## config.mk

```make
export PLATFORM = sky130hd
export DESIGN_NAME = gf256_inverse_seq
export DESIGN_NICKNAME = d
export VERILOG_FILES = /design/src/rtl/gf256_inverse_seq.sv
export SDC_FILE = /design/constraint.sdc
export NUM_CORES = 1
export LEC_CHECK = 0
export CAP_MARGIN = 5
export CORE_MARGIN = 2
export CORE_UTILIZATION = 45
export DETAILED_ROUTE_END_ITERATION = 6
export PLACE_DENSITY = 0.66
export SETUP_SLACK_MARGIN = 0.5
export SYNTH_ARGS = -nofsm -noshare
export SYNTH_HDL_FRONTEND = slang
export SYNTH_SLANG_ARGS = --single-unit
```

## constraint.sdc

```tcl
create_clock -name clk -period 4.02 [get_ports clk]
set_clock_uncertainty 0.2 [all_clocks]
set_input_delay 0.804 -clock clk [delete_from_list [all_inputs] [get_ports clk]]
set_output_delay 0.804 -clock clk [all_outputs]
set_load 0.005 [all_outputs]
```

## src/rtl/gf256_inverse_seq.sv

```systemverilog
// rtl/gf256_inverse_seq.sv - iterative GF(2^8) multiplicative inverse (x^254)
//
// Computes the inverse of a byte in GF(2^8) modulo x^8+x^4+x^3+x+1 by
// square-and-multiply: seven steps, one per clock, giving x^(2+4+...+128).
// The result feeds the S-box affine stage downstream.
//
// Ports:
//   clk        rising-edge clock
//   rst        asynchronous active-high reset
//   in_valid   in_data is valid
//   in_ready   block can accept a byte (IDLE and not in reset)
//   in_data    byte to invert
//   out_valid  out_data holds a finished result
//   out_ready  downstream accepts the result
//   out_data   inverse of the accepted byte (0x00 maps to 0x00)
//   busy       high while iterating or holding a result
module gf256_inverse_seq #(
  parameter logic [7:0] POLY = 8'h1B
) (
  input  logic       clk,
  input  logic       rst,
  input  logic       in_valid,
  output logic       in_ready,
  input  logic [7:0] in_data,
  output logic       out_valid,
  input  logic       out_ready,
  output logic [7:0] out_data,
  output logic       busy
);

  typedef enum logic [1:0] {IDLE, CALC, DONE} state_t;

  state_t     state;
  logic [7:0] sq;
  logic [7:0] acc;
  logic [2:0] cnt;
  logic [7:0] sq_next;
  logic [7:0] acc_next;

  // Shift-and-add multiply; reduction folds POLY back in when bit 7 leaves.
  function automatic logic [7:0] gf_mul(input logic [7:0] a, input logic [7:0] b);
    logic [7:0] p;
    logic [7:0] t;
    p = 8'h00;
    t = a;
    for (int i = 0; i < 8; i++) begin
      if (b[i]) p = p ^ t;
      t = {t[6:0], 1'b0} ^ (t[7] ? POLY : 8'h00);
    end
    return p;
  endfunction

  always_comb begin
    sq_next  = gf_mul(sq, sq);
    acc_next = gf_mul(acc, sq_next);
  end

  // Gated by rst so nothing upstream sees a ready during reset.
  assign in_ready = (state == IDLE) & ~rst;
  assign busy     = (state != IDLE);

  always_ff @(posedge clk or posedge rst) begin
    if (rst) begin
      state     <= IDLE;
      sq        <= 8'h00;
      acc       <= 8'h00;
      cnt       <= 3'd0;
      out_valid <= 1'b0;
      out_data  <= 8'h00;
    end else begin
      case (state)
        IDLE: begin
          if (in_valid) begin
            sq    <= in_data;
            acc   <= 8'h01;
            cnt   <= 3'd0;
            state <= CALC;
          end
        end
        CALC: begin
          sq  <= sq_next;
          acc <= acc_next;
          cnt <= cnt + 3'd1;
          // Last step: publish the final accumulator directly so out_valid
          // rises on the same edge the iteration finishes.
          if (cnt == 3'd6) begin
            state     <= DONE;
            out_valid <= 1'b1;
            out_data  <= acc_next;
          end
        end
        DONE: begin
          if (out_ready) begin
            state     <= IDLE;
            out_valid <= 1'b0;
          end
        end
        default: state <= IDLE;
      endcase
    end
  end

endmodule

```

### Word-level counts from Yosys, hierarchy flattened

Index checks and enable logic that the tools add are counted.

| operators by class | value |
|---|---|
| $add $sub $neg | 1 |
| eq/ne operators | 6 |
| mux-type cells | 43 |
| bitwise gates (word level) | 30 |
| reduce and logical (&&, ||, !) cells | 8 |

Operator list:

| operator | number |
|---|---|
| 2-to-1 mux 8 bit | 18 |
| XOR 8 x 5 -> 8 bit | 14 |
| XOR 8 bit | 14 |
| 2-to-1 mux 5 bit | 14 |
| one-hot mux 8 bit (2 select lines) | 2 |
| 2-to-1 mux 2 bit | 3 |
| inequality test 2 bit, second input constant | 3 |
| one-hot mux 2 bit (3 select lines) | 1 |
| one-hot mux 3 bit (2 select lines) | 1 |
| AND reduction 3 bit | 2 |
| nonzero test 2 bit | 3 |
| AND reduction 2 bit | 2 |
| adder 3 x 1 -> 3 bit, second input constant | 1 |
| == test 3 bit, second input constant | 1 |
| 2-to-1 mux 3 bit | 1 |
| == test 2 x 1 -> 1 bit, second input constant | 1 |
| == test 2 bit, second input constant | 1 |
| zero test 2 bit | 1 |
| 2-to-1 mux 1 bit | 2 |
| one-hot mux 1 bit (2 select lines) | 1 |
| AND 1 bit | 1 |
| inverter 1 bit | 1 |

| word-level totals | value |
|---|---|
| register bits | 30 |
| bits of input ports | 12 |
| logic and storage cells | 94 |

### Depth between registers and ports, before layout

| logic depth | value |
|---|---|
| word-level depth | 32 |
| gate-level depth with buffers | 12 |
| depth with buffers taken out | 10 |

### Worst setup path after synthesis

Ideal clock, no wire load.

| timing | value |
|---|---|
| path kind | flip-flop to flip-flop |
| start | register sq[7] |
| end | register acc[1] |
| library setup time | 0.138 ns |
| data arrival time | 2.790 ns |
| data required time | 3.682 ns |
| setup slack | 0.892 ns |
| cell stages (with the launch flop) | 12 |
| path buffers | 1 |
| clock period less this slack | 3.128 ns |
| cells stage by stage | dfrtp_1 > ha_1 > buf_4 > xnor3_1 > nor2_1 > xor2_2 > mux2i_1 > xnor2_1 > o22ai_1 > xnor3_1 > xnor2_1 > o22ai_1 |

| between the ends | value |
|---|---|
| word-level cells in the longest chain between the ends | 32 |
| elaborated cells on any way between the ends | 41 |
| classes of those cells | 20 x mux; 21 x bitwise |

Ends and longest elaborated chain:

| element | line | text |
|---|---|---|
| start, declared | 34 | `logic [7:0] sq;` |
| start signal, assigned | 74 | `sq <= in_data;` |
| start signal, assigned | 81 | `sq <= sq_next;` |
| 2-to-1 mux 5 bit | 48 | `t = {t[6:0], 1'b0} ^ (t[7] ? POLY : 8'h00);` |
| XOR 8 x 5 -> 8 bit | 48 |  |
| XOR 8 bit | 47 | `if (b[i]) p = p ^ t;` |
| 2-to-1 mux 8 bit | 47 |  |
| XOR 8 bit | 47 |  |
| 2-to-1 mux 8 bit | 47 |  |
| XOR 8 bit | 47 |  |
| 2-to-1 mux 8 bit | 47 |  |
| (+16 left out) | - |  |
| 2-to-1 mux 8 bit | 47 |  |
| XOR 8 bit | 47 |  |
| 2-to-1 mux 8 bit | 47 |  |
| XOR 8 bit | 47 |  |
| 2-to-1 mux 8 bit | 47 |  |
| XOR 8 bit | 47 |  |
| 2-to-1 mux 8 bit (*) | 47 |  |
| one-hot mux 8 bit (2 select lines) (*) | 71 | `case (state)` |
| end signal, assigned | 82 | `acc <= acc_next;` |
| end, declared | 35 | `logic [7:0] acc;` |

Mark *: on every way between the ends. The rest lies on a longest branch, timed or not.
A chain may end at the register's enable or synchronous reset.

### Worst setup path in the final report

| timing | value |
|---|---|
| start | register sq[0] |
| end | register acc[1] |

| between the ends | value |
|---|---|
| word-level cells in the longest chain between the ends | 31 |
| elaborated cells on any way between the ends | 38 |
| classes of those cells | 17 x mux; 21 x bitwise |

Ends and longest elaborated chain:

| element | line |
|---|---|
| 2-to-1 mux 8 bit | 47 |
| XOR 8 bit | 47 |
| 2-to-1 mux 8 bit | 47 |
| XOR 8 bit | 47 |
| 2-to-1 mux 8 bit | 47 |
| XOR 8 bit | 47 |
| 2-to-1 mux 8 bit | 47 |
| XOR 8 bit | 47 |
| (+15 left out) | - |
| 2-to-1 mux 8 bit | 47 |
| XOR 8 bit | 47 |
| 2-to-1 mux 8 bit | 47 |
| XOR 8 bit | 47 |
| 2-to-1 mux 8 bit | 47 |
| XOR 8 bit | 47 |
| 2-to-1 mux 8 bit (*) | 47 |
| one-hot mux 8 bit (2 select lines) (*) | 71 |

Marked as above.

==> impl_metrics.ini <==
[outcome]
status = finished, final reports clean

[worst_hold_path]
hold_path_class = reg -> reg
min_path_cells = 2

[critical_path]
max_stage_delay_ns = 0.47
cp_common_cell = xnor3_1
critPathBufInv = 0
cpLargestDelayFamily = XOR/XNOR gates
crit_required_ns = 3.96
cp.depth = 9
rrSetupSlack_ns = 0.67
critPathKind = reg -> reg
critPathArrivalTime_ns = 3.29
crit_chain = ha_2 -> xnor3_1 -> nor2_1 -> xor2_1 -> xnor3_2 -> and2b_2 -> xnor3_1 -> xnor2_1 -> o22ai_1
worst_setup_path_end_kind = flop
start_kind = flop
path_max_fanout = 6
crit_slowest_cell = xnor3_2
reg2regPathDepth = 9

[sta]
setup_viol = 0
tns_ns = 0
slew_headroom_pct = 47.1
hold_viol = 0
fin_crit_sh_pct = 83.4
fmax_mhz = 298
slew_viol_final = 0
worst_slack_ns = 0.668
worstMarginPinSlew_ns = 0.788
post-route-min-period_ns = 3.35
rsz0062_at_grt = yes

[yosys]
synth_nets = 415
synthFlopType = dfrtp_1
synth-xor-area-share_pct = 33.1
netlist_top_cells_area = dfrtp_1, xnor2_1, xnor3_1
synth_common_cells = xnor2_1, nand2_1, nor2_1
synth_top_family_by_area = XOR/XNOR gates
synth_top_area_cell = dfrtp_1
synthArstFlopShare_pct = 100
synth_edf_count = 0
synth_compound_area_share_pct = 15.0
avgSynthCellArea_um2 = 8.34
ys_seq_area_share_pct = 22.5
synth_simple_gate_area_share_pct = 18.2
synthAdderAreaFrac_pct = 1.12
yosys_warnings = 0
ys_ff_latch = 30
synthCells = 400
yosys.cell_count.top_type = xnor2_1
synthesis.area_um2 = 3340
muxShareOfSynthArea_pct = 2.44
yosysUniqueCellTypes = 58
yosysTopAreaCellShare_pct = 22.5

[clocking]
cts-root-buf = clkbuf_8
h-tree-depth = 2
cts_buffers = 5
tritoncts = done
ctsHoldBuffers = 0
path_clk_slew_ns = 0.07
cts.path.max_buffers = 2
clkLatencyLatePin_ns = 0.29
cts_sinks = 30

[route]
drc = 0
drt-total-wl_um = 8240
routedWlPerCell_um = 15.9
ant_nets = 0
first_pass_iters = 5
routed_via_density = 5.44
drt_iter0_drc = 197
num_vias = 2819

[floorplanning]
fp.dieH_um = 90.1
core-area_um2 = 7210
dieArea_um2 = 8120
die_w_um = 90.1
start_util_pct = 46.3
rows = 31
pin_count = 23

[global_route]
grt_max_degree = 31
grt_pass1_wl_um = 13700
antenna_found_initial = 0
track_usage_pct = 20.5
grt.overflow.total = 0
grt_pass1_vias = 2713

[placement]
numPortBuffers = 22
post-place-ws_ns = 0.497
dp_hpwl_um = 5860
routabilityCongestion = 0.874

[final_layout]
drive_gt1_share_pct = 12.9
area_growth_pct = 13.8
diodes = 0
nFillCells = 680
nets = 433
final_util_pct = 52.6

[job]
drv_cap = 0
## layout by cell type, fill, tap and decap left out, drive strengths merged, types with 2 or more instances in the layout
| master | instances |
|---|---|
| a211oi | 2 |
| a22o | 2 |
| nand2 | 51 |
| buf | 21 |
| inv | 11 |
| xor2 | 29 |
| clkbuf | 6 |
| o22a | 2 |
| o221ai | 2 |
| nor3b | 3 |
| a31oi | 6 |
| nor2 | 47 |
| nand3 | 4 |
| ha | 3 |
| or2 | 4 |
| o22ai | 10 |
| a21oi | 14 |
| xnor3 | 13 |
| a22oi | 4 |
| dfrtp | 30 |
| nor2b | 3 |
| and2b | 2 |
| xnor2 | 63 |
| and3 | 2 |
| mux2i | 7 |
| o21ai | 28 |
| nand2b | 8 |
| clkdlybuf4s50 | 22 |
## stage by stage
| stage | hold WS [ns] | cell area (um2) | std cells |
|---|---|---|---|
| finish | 0.292 | 3800 | 518 |
| global route | 0.322 | 3800 | 518 |
| CTS | 0.295 | 3720 | 513 |
| detailed placement | 0.279 | 3600 | 505 |
| global placement | 0.271 | 3600 | 505 |
| floorplan | 0.270 | 3340 | 400 |
## flip-flops by register name, summed over array words and instances (netlist names)
register,cells
acc,8
cnt,3
out_data,8
out_valid,1
sq,8
state,2
## final timing paths
kind	from	to
setup / recovery	sq[0]	acc[1]
hold / removal	out_data[6]	out_data[6]
setup reg to reg	sq[0]	acc[1]
hold reg to reg	out_data[6]	out_data[6]
max in group asynchronous	rst	sq[1]
min in group asynchronous	rst	sq[7]
## routing by layer
metal | GRT usage (%) | up-vias | wire, um
li1 | - | 1366 | -
met4 | 5.90 | 0 | 110
met5 | 0 | - | 0
met2 | 32.6 | 111 | 3860
met1 | 30.0 | 1330 | 3870
met3 | 1.68 | 12 | 401
## cell families after synthesis
| kind of cell | after synthesis |
|---|---|
| xor+xnor | 104 |
| buf+inv | 45 |
| mux | 8 |
| simple gates | 131 |
| flops | 30 |
| fa+ha+maj | 3 |
| compound gates | 79 |
## worst reg2reg max path: stages, from the launching register on
cell and delay (ns):
dfrtp_1 0.46, ha_2 0.43, xnor3_1 0.34, nor2_1 0.13, xor2_1 0.20, xnor3_2 0.47, and2b_2 0.26, xnor3_1 0.39
xnor2_1 0.22, o22ai_1 0.12
## what timing repair did
action                     in CTS  in global routing
setup endpoints to repair       2                 16
resized for setup               1                 10
buffers inserted                0                  4
gates cloned                    0                  1
## area by class of cell
cell class              count  area (um2)  area share (%)
repair buffers             43         378            9.95
multi-input cells         326        2380            62.8
well taps                  99         124            3.26
flip-flops and latches     30         754            19.9
clock inverters             2        37.5           0.989
inverters                  12        45.0            1.19
clock buffers               6        72.6            1.91
Power is left out: the tool's default activity adds up to more than one toggle a clock period on the data nets, which glitch-free logic cannot reach.
